==> src/rtl/serial_add_ctrl_pkg.sv <==
// Shared definitions for the serial add/subtract controller.
//   state_t : FSM state encoding (IDLE/RUN/DONE)
//   OP_*    : operation codes carried on the op input
//   SLICE_W : width of the shared adder slice
package serial_add_ctrl_pkg;

  typedef enum logic [1:0] {
    ST_IDLE = 2'd0,
    ST_RUN  = 2'd1,
    ST_DONE = 2'd2
  } state_t;

  localparam logic OP_ADD = 1'b0;
  localparam logic OP_SUB = 1'b1;

  localparam int unsigned SLICE_W = 4;

endpackage

==> src/rtl/serial_add_ctrl_if.sv <==
// Request/response bundle between a requester and serial_add_ctrl.
//   master : requester side (drives start/op/a/b, observes status and result)
//   slave  : controller side
interface serial_add_ctrl_if #(
  parameter int unsigned WIDTH = 16
);
  logic             start;
  logic             op;
  logic [WIDTH-1:0] a;
  logic [WIDTH-1:0] b;
  logic             busy;
  logic             done;
  logic [WIDTH-1:0] result;
  logic             cout;
  logic             ovf;
  logic             zero;

  modport master (
    output start, op, a, b,
    input  busy, done, result, cout, ovf, zero
  );

  modport slave (
    input  start, op, a, b,
    output busy, done, result, cout, ovf, zero
  );
endinterface

==> src/rtl/serial_add_ctrl_adder4.sv <==
// 4-bit ripple-carry adder slice; the single shared arithmetic resource.
//   a, b : nibble operands   cin  : carry in
//   s    : nibble sum        cout : carry out of bit 3
module adder4 (
  input  logic [3:0] a,
  input  logic [3:0] b,
  input  logic       cin,
  output logic [3:0] s,
  output logic       cout
);

  logic [4:0] c;

  // Explicit bit-level carry chain.
  always_comb begin
    c    = '0;
    s    = '0;
    c[0] = cin;
    for (int i = 0; i < 4; i++) begin
      s[i]   = a[i] ^ b[i] ^ c[i];
      c[i+1] = (a[i] & b[i]) | (c[i] & (a[i] ^ b[i]));
    end
  end

  assign cout = c[4];

endmodule

==> src/rtl/serial_add_ctrl.sv <==
// Multi-cycle WIDTH-bit add/subtract controller sequencing one 4-bit slice,
// LSB nibble first, with a start/busy/done handshake.
//   clk, rst : clock, synchronous active-high reset
//   bus      : slave side of serial_add_ctrl_if (start/op/a/b in;
//              busy/done/result/cout/ovf/zero out, all registered)
module serial_add_ctrl
  import serial_add_ctrl_pkg::*;
#(
  parameter int unsigned WIDTH = 16
) (
  input  logic             clk,
  input  logic             rst,
  serial_add_ctrl_if.slave bus
);

  localparam int unsigned NIB   = WIDTH / SLICE_W;
  localparam int unsigned CNT_W = $clog2(NIB);
  localparam logic [CNT_W-1:0] LAST = CNT_W'(NIB - 1);

  state_t           state, state_nx;
  logic             accept_c;
  logic [WIDTH-1:0] sa, sb, acc;
  logic             carry;
  logic [CNT_W-1:0] cnt;
  logic [3:0]       sum_c;
  logic             slice_cout_c;
  logic [WIDTH-1:0] final_c;

  logic             busy_q, done_q, cout_q, ovf_q, zero_q;
  logic [WIDTH-1:0] result_q;

  adder4 u_adder4 (
    .a    (sa[3:0]),
    .b    (sb[3:0]),
    .cin  (carry),
    .s    (sum_c),
    .cout (slice_cout_c)
  );

  // Accumulator contents once the current nibble lands at the top.
  assign final_c = {sum_c, acc[WIDTH-1:SLICE_W]};

  // State register.
  always_ff @(posedge clk) begin
    if (rst) state <= ST_IDLE;
    else     state <= state_nx;
  end

  // Next-state and start acceptance; start is ignored while in RUN.
  always_comb begin
    state_nx = state;
    accept_c = 1'b0;
    case (state)
      ST_IDLE: begin
        if (bus.start) begin
          accept_c = 1'b1;
          state_nx = ST_RUN;
        end
      end
      ST_RUN: begin
        if (cnt == LAST) state_nx = ST_DONE;
      end
      ST_DONE: begin
        if (bus.start) begin
          accept_c = 1'b1;
          state_nx = ST_RUN;
        end else begin
          state_nx = ST_IDLE;
        end
      end
      default: state_nx = ST_IDLE;
    endcase
  end

  // Operand shifters, carry, step counter, accumulator and result registers.
  // On the last step sa[3]/sb[3] hold the MSBs of A and effective B.
  always_ff @(posedge clk) begin
    if (rst) begin
      sa       <= '0;
      sb       <= '0;
      acc      <= '0;
      carry    <= 1'b0;
      cnt      <= '0;
      busy_q   <= 1'b0;
      done_q   <= 1'b0;
      result_q <= '0;
      cout_q   <= 1'b0;
      ovf_q    <= 1'b0;
      zero_q   <= 1'b0;
    end else begin
      busy_q <= (state_nx == ST_RUN);
      done_q <= (state_nx == ST_DONE);
      if (accept_c) begin
        sa    <= bus.a;
        sb    <= (bus.op == OP_ADD) ? bus.b : ~bus.b;
        carry <= bus.op;
        cnt   <= '0;
      end else if (state == ST_RUN) begin
        sa    <= {SLICE_W'(0), sa[WIDTH-1:SLICE_W]};
        sb    <= {SLICE_W'(0), sb[WIDTH-1:SLICE_W]};
        carry <= slice_cout_c;
        cnt   <= cnt + CNT_W'(1);
        acc   <= final_c;
        if (cnt == LAST) begin
          result_q <= final_c;
          cout_q   <= slice_cout_c;
          ovf_q    <= (sa[3] == sb[3]) && (sum_c[3] != sa[3]);
          zero_q   <= (final_c == '0);
        end
      end
    end
  end

  assign bus.busy   = busy_q;
  assign bus.done   = done_q;
  assign bus.result = result_q;
  assign bus.cout   = cout_q;
  assign bus.ovf    = ovf_q;
  assign bus.zero   = zero_q;

endmodule

==> src/flat_wrapper.sv <==
// flat-port wrapper written by rule: the top's interface ports become plain ports
module serial_add_ctrl_flat import serial_add_ctrl_pkg::*;
#(
  parameter int unsigned WIDTH = 16
)
  (clk, rst, bus_start, bus_op, bus_a, bus_b, bus_busy, bus_done, bus_result, bus_cout, bus_ovf, bus_zero);
  serial_add_ctrl_if #(.WIDTH(WIDTH)) bus_i ();
  input  logic clk;
  input  logic rst;
  input wire logic [$bits(bus_i.start)-1:0] bus_start;
  input wire logic [$bits(bus_i.op)-1:0] bus_op;
  input wire logic [$bits(bus_i.a)-1:0] bus_a;
  input wire logic [$bits(bus_i.b)-1:0] bus_b;
  output wire logic [$bits(bus_i.busy)-1:0] bus_busy;
  output wire logic [$bits(bus_i.done)-1:0] bus_done;
  output wire logic [$bits(bus_i.result)-1:0] bus_result;
  output wire logic [$bits(bus_i.cout)-1:0] bus_cout;
  output wire logic [$bits(bus_i.ovf)-1:0] bus_ovf;
  output wire logic [$bits(bus_i.zero)-1:0] bus_zero;
  assign bus_i.start = bus_start;
  assign bus_i.op = bus_op;
  assign bus_i.a = bus_a;
  assign bus_i.b = bus_b;
  assign bus_busy = bus_i.busy;
  assign bus_done = bus_i.done;
  assign bus_result = bus_i.result;
  assign bus_cout = bus_i.cout;
  assign bus_ovf = bus_i.ovf;
  assign bus_zero = bus_i.zero;
  serial_add_ctrl #(.WIDTH(WIDTH)) u_core (.clk(clk), .rst(rst), .bus(bus_i));
endmodule
==> config.mk <==
export PLATFORM = sky130hd
export DESIGN_NAME = serial_add_ctrl_flat
export DESIGN_NICKNAME = d
export VERILOG_FILES = /design/src/rtl/serial_add_ctrl_pkg.sv /design/src/rtl/serial_add_ctrl_if.sv /design/src/rtl/serial_add_ctrl_adder4.sv /design/src/rtl/serial_add_ctrl.sv /design/src/flat_wrapper.sv
export SDC_FILE = /design/constraint.sdc
export NUM_CORES = 1
export LEC_CHECK = 0
export CAP_MARGIN = 0
export CORE_MARGIN = 5
export CORE_UTILIZATION = 40
export DETAILED_ROUTE_END_ITERATION = 16
export GPL_TIMING_DRIVEN = 0
export PLACE_DENSITY = 0.64
export SLEW_MARGIN = 25
export SYNTH_ARGS = -nofsm -noshare
export SYNTH_HDL_FRONTEND = slang
export SYNTH_SLANG_ARGS = --single-unit
==> constraint.sdc <==
create_clock -name clk -period 2.8 [get_ports clk]
set_clock_uncertainty 0.05 [all_clocks]
set_input_delay 0.28 -clock clk [delete_from_list [all_inputs] [get_ports clk]]
set_output_delay 0.28 -clock clk [all_outputs]
set_load 0.005 [all_outputs]
==> out/results.txt <==
After detailed placement, the design holds a cell count of 491. The effective utilization at floorplan is 40.5%. The worst register-to-register path ends at u_core.bus.ovf.

The final routed wire length divided by cell count was 14.3 µm; the number of buffers added by the clock tree synthesis step was 9. The arrival time at the worst endpoint is 2890 ps. The total number of yosys warnings is 0, and the deepest clock path buffer count is 2. Highest-delay cell along the critical path: sky130_fd_sc_hd__fa_2. The tools report the worst hold path endpoint as u_core.bus.done. Library cell occupying the most area in the post-synthesis netlist: sky130_fd_sc_hd__dfxtp_1. After synthesis, the mean cell area works out to 8.56 µm². The startpoint identified for the worst register-to-register timing path is u_core.carry.

Summing all non-filler instances in the final layout gives an area of 3780 µm². Measured on the finished design, the core utilization comes to 52.9%. The endpoint type of the worst setup path was a flop.

The worst setup path is of the flop to flop kind. The fraction of the cycle the final worst path needs was 94.9%. The logs give 0 for the remaining routing DRC violations and 0 for the final antenna-violating net count. The share of layout cells above drive strength 1 is 9.09%. The startpoint kind of the worst setup timing path is a flop. For the worst setup path, the data required time is 3030 ps.

The instance count along the most critical hold path was 2; the maximum number of pins on one net before global-route repair was 13. The power per cell area works out to 602 nW/µm². In this run the worst path has a maximum fanout of 4. The final hold violation count came out at 0.

0 antenna diodes ended up in the layout. In this run, post-CTS hold repair placed 0 buffers. The residual overflow from global routing was 0; the standard cell area after detailed placement was 3560 µm². Using the TritonRoute via totals, the vias-per-cell ratio works out to 5.03. The worst slack after detailed placement came out at 55.0 ps. TritonCTS built the clock tree. The logs give 506 for the final standard cell count with taps included and fillers excluded and 174 for the number of DRC markers after the initial detailed-route iteration.

Subtracting the final worst setup slack from the clock period gives 2660 ps. In this run the vertical extent of the chip is 95.0 µm. The floorplan has 31 rows. The synthesized netlist occupies a cell area of 2890 µm². The slack of the worst reg-to-reg path is 140 ps. The type of the most critical hold path was input port to flop. The async set-or-reset flop fraction in the synthesized netlist works out to 0%.

For the pin with the worst max-slew slack, the measured transition is 555 ps. The logs give 0.259 mV for the worst vdd rail ir drop and 5.31 mm for the HPWL reported at the end of detailed placement. Number of levels in the clock H-tree: 3. Across the run, the number of max-cap violations was 0.

For the count of cell types in the netlist, the log shows 31. In this run the static leakage power is 1.34 nW. The first detailed-routing pass ran for 4 iterations.

The flop and latch count out of synthesis is 70. Static timing analysis puts the maximum clock frequency at 0.376 GHz. The clock net sink count was 70. The clock latency of the later-clocked register in the worst-skew pair came out at 350 ps. The core region is 7140 µm². Top-level I/O count: 57. Global routing used 17.4% of the available tracks across all layers.

In the synthesized netlist, the number of instances is 338. The count of endpoints failing setup in the final report is 0, and the clock input transition at the sequential cells of the worst setup and hold paths is 70 ps. The source of the worst hold timing path was rst. The run gives 0 as the max-slew violation total from the final report. The flow ran to the end, and the final reports show no timing, DRC or antenna violations. The first global-routing pass estimated 12.0 mm of wire. The headroom to the max-slew limit was 63.0%. The layout overhead on the synthesized area is 30.6%. The congestion estimate from routability-driven global placement came to 0.832. The number of buffer cells added on primary ports was 54. Counting the fill cells in the layout gives 722. The setup TNS after final layout came out at 0 ps. Clock tree synthesis selected as its root buffer the cell sky130_fd_sc_hd__clkbuf_8. Ranked by total cell area, the synthesized netlist is headed by sky130_fd_sc_hd__dfxtp_1 (48%), sky130_fd_sc_hd__a21oi_1 (8.3%), sky130_fd_sc_hd__nand2_1 (8.3%). The net count of the mapped netlist is 380, and the via count of the first global-routing pass is 2,464. The worst register-to-register path has a depth of 10. Across all setup checks in the final design, the least slack found is 142 ps. The net count of the finished layout is 445.

The most used flip-flop cell after synthesis is sky130_fd_sc_hd__dfxtp_1. Walking the worst path, the cells encountered are inv_2 > fa_1 > inv_1 > fa_2 > fa_1 > inv_1 > fa_2 > xor2_1 > or3_1 > a21oi_2. The number of synthesized flops with an enable pin is 0. The run gives 48.4% as the sequential share of the synthesized area.

Die area: 9030 µm². In this design, the stage delay of the slowest critical-path cell is 470 ps. In this run the biggest area consumer among cell types represents 48.4% of the synthesized area. In this run the horizontal extent of the chip is 95.0 µm.

The routed via count was 2,544; the post-detailed-routing wire length was 7.23 mm. For the number of antenna violations at the first check in global routing, the log shows 0.
-- cells in the final DEF (no fill, tap or decap), drive strengths merged --
master and count:
dfxtp 70, nand2 64, clkdlybuf4s50 54, a21oi 48, clkbuf 25, nand3 22, xor2 17, a22oi 15
buf 14, nor3 13, nor2 12, inv 7, o22ai 6, a211oi 5, a311oi 4, fa 4
clkinvlp 3, nor4 3, nand3b 2, nor2b 2, nand2b 2, mux2i 2, ha 2, bufinv 2
and3b 1, xnor2 1, or4 1, nor3b 1, a41o 1, or3 1, o21a 1, o211ai 1
clkinv 1
-- final cells by class --
class                   instances  area [µm²]  share of cell area [%]
flip-flops and latches         70        1400                    37.1
multi-input cells             231        1340                    35.4
repair buffers                 54         541                    14.3
plain buffers                  30         135                    3.58
clock buffers                   9         124                    3.28
well taps                      99         124                    3.28
clock inverters                 6        87.6                    2.32
inverters                       7        26.3                   0.695
-- worst max-delay path: cells and delay by family (launching register included) --
family                     cells  cell delay, ps
adders and majority gates      4            1430
DFF                            1             340
and+or+nand+nor                1             320
buffers and inverters          3             200
xor gates and xnor gates       1             160
AOI/OAI and AO/OA              1             110
-- how the worst max path moves through the flow --
stage	startpoint	to	slack, ps	depth (start not counted)
CTS	u_core.carry	u_core.bus.ovf	30	10
finish	u_core.carry	u_core.bus.ovf	140	10
global placement	u_core.carry	u_core.bus.ovf	70	10
global route	u_core.carry	u_core.bus.ovf	-30	10
floorplan	u_core.carry	u_core.bus.ovf	170	10
detailed placement	u_core.carry	u_core.bus.ovf	50	10
-- per-stage QoR --
stage          power [mW]  hold WS [ps]
2_1_floorplan        1.29           366
3_3_place_gp         1.41           393
3_5_place_dp         1.41           397
4_1_cts              2.29           143
5_1_grt              2.37           168
6_report             2.27           163
-- layer usage --
metal / GRT usage [%] / up-vias / wire length (µm)
met3: 4.66 / 11 / 409
met4: 8.89 / 0 / 151
met1: 23.0 / 1162 / 3420
met5: 0 / - / 0
li1: - / 1291 / -
met2: 26.1 / 80 / 3250
-- kinds of logic (layout without fill, tap and decap cells) --
| group | Yosys count | after routing | share of synthesized area, % |
|---|---|---|---|
| adders and majority gates | 6 | 6 | 3.63 |
| buffers and inverters | 37 | 106 | 5.58 |
| muxes | 2 | 2 | 0.692 |
| and+or+nand+nor | 124 | 124 | 19.3 |
| DFF | 70 | 70 | 48.4 |
| AOI/OAI and AO/OA | 81 | 81 | 16.9 |
| xor gates and xnor gates | 18 | 18 | 5.45 |
-- synthesized netlist by cell type, drive strengths merged, types with 2 or more instances --
cell type / n
nor4: 3
o22ai: 6
a211oi: 5
nand2b: 2
a311oi: 4
a22oi: 15
nand2: 64
clkbuf: 16
ha: 2
a21oi: 48
mux2i: 2
nor2b: 2
nor3: 13
xor2: 17
fa: 4
buf: 14
nor2: 12
nand3b: 2
nand3: 22
inv: 7
dfxtp: 70
-- flip-flops by register name (all words and copies together) (netlist names), 2 cells and up --
| register | count |
|---|---|
| u_core.sb | 16 |
| u_core.acc | 12 |
| u_core.state | 2 |
| u_core.bus.result | 16 |
| u_core.sa | 16 |
| u_core.cnt | 2 |
-- power breakdown --
group	leakage, nW	switching (mW)	internal [mW]
sequential	0.571	0.0339	1.05
combinational	0.670	0.171	0.144
clock	0.0973	0.386	0.494
total	1.34	0.591	1.68
-- timing repair --
| action | in CTS | in global routing |
|---|---|---|
| resized for setup | 0 | 6 |
| buffers inserted | 0 | 0 |
| endpoints found under the setup margin | 0 | 2 |
(Power assumes the default switching activity.)
